--- config.mk ---
export PLATFORM = sky130hd
export DESIGN_NAME = hit_writer
export DESIGN_NICKNAME = d
export VERILOG_FILES = /design/src/rtl/rt_pkg.sv /design/src/rtl/sync_fifo.sv /design/src/rtl/hit_writer.sv
export SDC_FILE = /design/constraint.sdc
export NUM_CORES = 1
export LEC_CHECK = 0
export CAP_MARGIN = 40
export CORE_ASPECT_RATIO = 0.5
export CORE_MARGIN = 8
export CORE_UTILIZATION = 57
export DETAILED_ROUTE_END_ITERATION = 7
export HOLD_SLACK_MARGIN = 0.06
export PLACE_DENSITY = 0.8
export SETUP_SLACK_MARGIN = 0.5
export SKIP_CTS_REPAIR_TIMING = 1
export SYNTH_ARGS = -nofsm -noshare
export SYNTH_HDL_FRONTEND = slang
export SYNTH_SLANG_ARGS = --single-unit
--- constraint.sdc ---
create_clock -name clk -period 6.25 [get_ports clk]
set_clock_uncertainty 0.2 [all_clocks]
set_input_delay 0.625 -clock clk [delete_from_list [all_inputs] [get_ports clk]]
set_output_delay 0.625 -clock clk [all_outputs]
set_load 0.02 [all_outputs]
--- src/rtl/rt_pkg.sv ---
// Shared types for the ray-tracer result path: 16.16 fixed-point type, hit record
// layout, writer FSM states and the halfword selector used on the SDRAM bus.
package rt_pkg;

    typedef logic signed [31:0] fip;

    localparam fip FIP_MAX       = 32'sh7FFF_FFFF;
    localparam int RECORD_BYTES  = 12;
    localparam int RECORD_HWORDS = 6;

    typedef struct packed {
        logic [31:0] ray_index;
        logic        hit;
        fip          t;
        logic [31:0] tri_index;
    } record_t;

    typedef enum logic [1:0] {
        ST_IDLE,
        ST_LOAD,
        ST_WRITE
    } state_t;

    // Memory image is {hit word, t, tri_index}, each word sent low halfword first.
    function automatic logic [15:0] record_hword(input record_t rec, input logic [2:0] k);
        logic [15:0] hw;
        case (k)
            3'd0:    hw = {15'b0, rec.hit};
            3'd1:    hw = 16'h0000;
            3'd2:    hw = rec.t[15:0];
            3'd3:    hw = rec.t[31:16];
            3'd4:    hw = rec.tri_index[15:0];
            3'd5:    hw = rec.tri_index[31:16];
            default: hw = 16'h0000;
        endcase
        return hw;
    endfunction

endpackage

--- src/rtl/sync_fifo.sv ---
// Single-clock FIFO with registered occupancy count; DEPTH must be a power of two.
// Read data is the head entry, available combinationally while not empty.
module sync_fifo #(
    parameter int WIDTH = 8,
    parameter int DEPTH = 4
) (
    input  logic                     clk,
    input  logic                     reset,
    input  logic                     push,
    input  logic                     pop,
    input  logic [WIDTH-1:0]         din,
    output logic [WIDTH-1:0]         dout,
    output logic                     full,
    output logic                     empty,
    output logic [$clog2(DEPTH):0]   count
);
    localparam int AW = $clog2(DEPTH);
    localparam int CW = AW + 1;

    logic [WIDTH-1:0] mem [DEPTH];
    logic [AW-1:0]    wr_ptr;
    logic [AW-1:0]    rd_ptr;
    logic             do_push;
    logic             do_pop;

    assign do_push = push && !full;
    assign do_pop  = pop && !empty;
    assign full    = (count == CW'(DEPTH));
    assign empty   = (count == '0);
    assign dout    = mem[rd_ptr];

    always_ff @(posedge clk) begin
        if (do_push) begin
            mem[wr_ptr] <= din;
        end
    end

    always_ff @(posedge clk) begin
        if (reset) begin
            wr_ptr <= '0;
            rd_ptr <= '0;
            count  <= '0;
        end else begin
            if (do_push) begin
                wr_ptr <= wr_ptr + 1'b1;
            end
            if (do_pop) begin
                rd_ptr <= rd_ptr + 1'b1;
            end
            case ({do_push, do_pop})
                2'b10:   count <= count + 1'b1;
                2'b01:   count <= count - 1'b1;
                default: count <= count;
            endcase
        end
    end

endmodule

--- src/rtl/hit_writer.sv ---
// Buffers per-ray hit results and writes each as six 16-bit halfwords to SDRAM.
// Build option HIT_WRITER_MISS_SKIP_EN: records with hit = 0 are counted but not written.
//
// state    | meaning
// ST_IDLE  | waiting for a buffered record
// ST_LOAD  | pop FIFO head into the record register, k = 0
// ST_WRITE | drive halfword k until accepted; leave after k = 5
module hit_writer
    import rt_pkg::*;
#(
    parameter int DEPTH = 4
) (
    input  logic               clk,
    input  logic               reset,
    input  logic [31:0]        baseaddr,
    input  logic               i_valid,
    output logic               o_ready,
    input  logic [31:0]        i_ray_index,
    input  logic               i_hit,
    input  logic signed [31:0] i_t,
    input  logic [31:0]        i_tri_index,
    output logic               avm_m0_write,
    output logic [31:0]        avm_m0_address,
    output logic [15:0]        avm_m0_writedata,
    output logic [1:0]         avm_m0_byteenable,
    input  logic               avm_m0_waitrequest,
    output logic               o_idle,
    output logic [31:0]        o_wr_count
);
    localparam int CW = $clog2(DEPTH) + 1;

    record_t       in_rec;
    record_t       head;
    record_t       rec;
    logic          push;
    logic          pop;
    logic          full;
    logic          empty;
    logic [CW-1:0] fill;
    logic          run;
    state_t        state;
    state_t        state_nxt;
    logic [2:0]    k;
    logic          hw_acc;
    logic          last_hw;
    logic          skip;
    logic          rec_done;

    assign in_rec = '{ray_index: i_ray_index, hit: i_hit, t: i_t, tri_index: i_tri_index};

    // run holds ready low for the first cycle after reset is released
    assign o_ready = run && !full;
    assign push    = i_valid && o_ready;
    assign pop     = (state == ST_LOAD);

    sync_fifo #(
        .WIDTH($bits(record_t)),
        .DEPTH(DEPTH)
    ) u_fifo (
        .clk   (clk),
        .reset (reset),
        .push  (push),
        .pop   (pop),
        .din   (in_rec),
        .dout  (head),
        .full  (full),
        .empty (empty),
        .count (fill)
    );

    assign hw_acc  = (state == ST_WRITE) && !avm_m0_waitrequest;
    assign last_hw = (k == 3'(RECORD_HWORDS - 1));

`ifdef HIT_WRITER_MISS_SKIP_EN
    assign skip = (state == ST_LOAD) && !head.hit;
`else
    assign skip = 1'b0;
`endif

    assign rec_done = (hw_acc && last_hw) || skip;

    always_comb begin
        state_nxt = state;
        case (state)
            ST_IDLE:  if (!empty) state_nxt = ST_LOAD;
            ST_LOAD:  state_nxt = skip ? ST_IDLE : ST_WRITE;
            ST_WRITE: if (hw_acc && last_hw) state_nxt = ST_IDLE;
            default:  state_nxt = ST_IDLE;
        endcase
    end

    always_ff @(posedge clk) begin
        if (reset) begin
            state <= ST_IDLE;
        end else begin
            state <= state_nxt;
        end
    end

    always_ff @(posedge clk) begin
        if (reset) begin
            rec        <= '0;
            k          <= 3'd0;
            o_wr_count <= 32'd0;
            run        <= 1'b0;
        end else begin
            run <= 1'b1;
            if (pop) begin
                rec <= head;
                k   <= 3'd0;
            end else if (hw_acc) begin
                k <= k + 3'd1;
            end
            if (rec_done) begin
                o_wr_count <= o_wr_count + 32'd1;
            end
        end
    end

    // Bus outputs are forced to zero outside WRITE so reset and idle values are defined.
    always_comb begin
        avm_m0_write      = (state == ST_WRITE);
        avm_m0_byteenable = 2'b00;
        avm_m0_address    = 32'd0;
        avm_m0_writedata  = 16'd0;
        if (avm_m0_write) begin
            avm_m0_byteenable = 2'b11;
            avm_m0_address    = baseaddr + rec.ray_index * 32'(RECORD_BYTES) + {28'd0, k, 1'b0};
            avm_m0_writedata  = record_hword(rec, k);
        end
    end

    assign o_idle = (fill == '0) && (state == ST_IDLE);

endmodule
==> results.json <==
{
  "wl_um": 51500,
  "final_cell_count_no_fill": 2463,
  "num_vias": 14300,
  "drt_iter0_drc": 1202,
  "synthArstFlopShare": 0,
  "clkPwrFrac": 0.364,
  "antenna_found_initial": 3,
  "outcome": "completed",
  "dieArea_um2": 46800,
  "synth_cell_types": 65,
  "pre_cts_ws_ps": -27.7,
  "syn_avg_cell_area_um2": 13.7,
  "rsz0062_at_grt": "yes",
  "synthAdderAreaFrac": 0.0574,
  "hold_violations": 0,
  "core-area_um2": 39100,
  "grt_use_total": 0.212,
  "required_ps": 5420,
  "switchingPower_mw": 1.71,
  "layout-drive-gt1-share": 0.152,
  "synth_compound_area_frac": 0.0853,
  "synth_top_family_by_area": "multiplexers",
  "grt_pass1_vias": 14200,
  "grt_pass1_wl_um": 79300,
  "dpl.cell_count": 2367,
  "crit_fanout": 3,
  "power.density_nw_per_um2": 270,
  "syn_nets": 1892,
  "worst_path_max_delay_cell": "fa_2",
  "setup_ws_ps": 26.5,
  "routedWlPerCell_um": 20.9,
  "slew_violations": 0,
  "die_x_um": 298,
  "place_congestion": 0.885,
  "io-pin-count": 218,
  "clkTransAtPathRegs_ps": 70,
  "die_y_um": 157,
  "seq_power_share": 0.520,
  "setup_tns_ps": 0,
  "cp_slowest_stage_delay_ps": 380,
  "setup-violations-final": 0,
  "cts_tree": "built",
  "clockRootBuffer": "clkbuf_16",
  "start_kind": "flop",
  "tightest_slew_ps": 924,
  "cts_buffers": 45,
  "synth_seq_area_share": 0.627,
  "swShare": 0.231,
  "crit_arrival_ps": 5400,
  "crit_type": "flop to output pin",
  "drc_errors": 0,
  "combPwrFrac": 0.116,
  "synth_cells": 1658,
  "netlist_area_um2": 22700,
  "max_freq_mhz": 161,
  "areaGrowthSynthToFinish_pct": 20.9,
  "yosys.area_share.simple": 0.0846,
  "clockBufferDepth": 3,
  "drv_cap": 0,
  "cp_num_buf_inv": 2,
  "grt-ovfl-total": 0,
  "fin_hold_ws_ps": 256,
  "drtAntennaViolNets": 0,
  "synth-xor-area-share": 0.0317,
  "clock-sinks": 520,
  "hpwl_um": 33400,
  "clock_latency_ps": 550,
  "drt_pass1_iterations": 5,
  "crit_family": "compound AO/OA/AOI/OAI gates",
  "synth-edff-count": 380,
  "fin_util": 0.702,
  "num_rows": 51,
  "p_leak_nw": 9.56,
  "muxShareOfSynthArea": 0.0958,
  "max_slew_margin": 0.384,
  "nNetsFinal": 2128,
  "end_kind": "output pin",
  "ir_drop_v": 0.000223,
  "htreeDepth": 2,
  "io_buffers": 215,
  "synthFlopType": "edfxtp_1",
  "fillers": 2626,
  "post-route-min-period_ps": 6220,
  "vias_per_cell": 5.82,
  "p_int_mw": 5.69,
  "yosys_warnings": 0,
  "fin_crit_sh": 0.996,
  "multiInputGateArea_um2": 8360,
  "initial_utilization": 0.580,
  "path_cells": "ha_4, fa_2, a211o_1, a211oi_2, o31ai_1, a21oi_1, nor2b_1, o21ai_1, a21oi_2, o41ai_2, xnor2_1, ha_1, ha_4, nand4_1, nor3_2, and3_4, nand2_1, a21oi_2, o41ai_2, buf_4, o21ai_2, mux2i_1, buf_4",
  "ys_ff_latch": 520,
  "grt_max_degree": 80,
  "register_area_um2": 14200,
  "hp-class": "flop to flop"
}
[synth_stat cells, types with 14 or more instances]
master	instances	area [µm²]
xnor2_1	39	342
ha_1	96	1200
a21o_1	32	240
clkbuf_1	60	225
dfxtp_1	140	2800
a21oi_1	166	831
xor2_1	43	377
inv_1	27	101
o21ai_0	32	160
nand3_1	17	85.1
mux4_2	95	2140
and3_1	14	87.6
nor3_1	15	75.1
nand2_1	232	871
nor2_1	95	357
a22oi_1	33	248
edfxtp_1	380	11400
[per-stage QoR]
step	total power [mW]	cell area, µm²
after detailed placement	4.73	25700
after global routing	7.66	27400
after CTS	7.40	27100
after floorplan	4.41	22700
final	7.40	27400
after global placement	4.71	25500
[worst min-delay path: cells and delay by family, from the launching register on]
kind / cells / cell delay (ps)
flops: 1 / 310
compound gates: 1 / 50
simple gates: 1 / 50
[power groups by stage]
stage | registers [mW] | logic (mW) | clock network, mW
floorplan | 3.91 | 0.508 | 0
global route | 3.86 | 0.935 | 2.87
detailed placement | 3.92 | 0.809 | 0
CTS | 3.85 | 0.816 | 2.74
global placement | 3.92 | 0.788 | 0
finish | 3.85 | 0.855 | 2.70
[worst paths after layout]
check / startpoint / to / slack, ps / cells after the start
worst max-delay path: rec[66]$_SDFFE_PP0P_ / avm_m0_address[29] / 30 / 23
worst min-delay path: rec[44]$_SDFFE_PP0P_ / rec[44]$_SDFFE_PP0P_ / 260 / 2
worst max register to register: state[1]$_SDFFE_PP0P_ / o_wr_count[26]$_SDFFE_PP0P_ / 3060 / 8
worst min register to register: rec[44]$_SDFFE_PP0P_ / rec[44]$_SDFFE_PP0P_ / 260 / 2
[kinds of logic after synthesis]
kind of cell | after synthesis
AO/OA/AOI/OAI | 313
XOR/XNOR | 82
adder cells (fa/ha/maj) | 101
buffers and inverters | 106
flip-flops | 520
multiplexers | 98
AND/OR/NAND/NOR | 438
[layout by cell type, fill, tap and decap left out, types with 6 or more instances in the layout]
cell / netlist / layout
dfxtp_1: 140 / 136
ha_1: 96 / 87
inv_1: 27 / 27
o21ai_1: 1 / 6
buf_4: 2 / 53
nor2b_1: 7 / 6
a21oi_1: 166 / 157
clkbuf_1: 60 / 11
and2_1: 13 / 12
edfxtp_1: 380 / 380
nor2_1: 95 / 93
a21o_1: 32 / 32
mux4_2: 95 / 95
nor3_1: 15 / 13
xor2_1: 43 / 43
nand3_1: 17 / 17
nand2_1: 232 / 232
o21ai_0: 32 / 26
nand2b_1: 9 / 8
clkinv_2: 0 / 8
clkdlybuf4s50_1: 0 / 194
a21oi_2: 0 / 8
a22oi_1: 33 / 33
ha_4: 0 / 6
and3_1: 14 / 9
nand4_1: 13 / 13
clkbuf_8: 0 / 7
or3_1: 9 / 9
xnor2_1: 39 / 39
clkbuf_16: 0 / 45
[area by class of cell]
class                      count  share of cell area
clock buffer                  63              0.0461
multi-input combinational   1032               0.305
tap                          530              0.0242
inverter                      27             0.00370
timing repair buffer         268              0.0957
clock inverter                20             0.00598
antenna                        3            0.000274
sequential                   520               0.519
[routing by layer]
layer / track usage / wire length (µm)
met5: 0 / 0
met4: 0.0624 / 1270
met3: 0.0336 / 2850
met2: 0.370 / 26100
met1: 0.276 / 21300
[registers in the layout, indices dropped and copies added (netlist names), 2 cells and up]
name	flops
rec	95
k	3
u_fifo.wr_ptr	2
state	2
u_fifo.mem	380
u_fifo.count	3
u_fifo.rd_ptr	2
o_wr_count	32
Note: power is estimated with default switching activity, not from simulation.
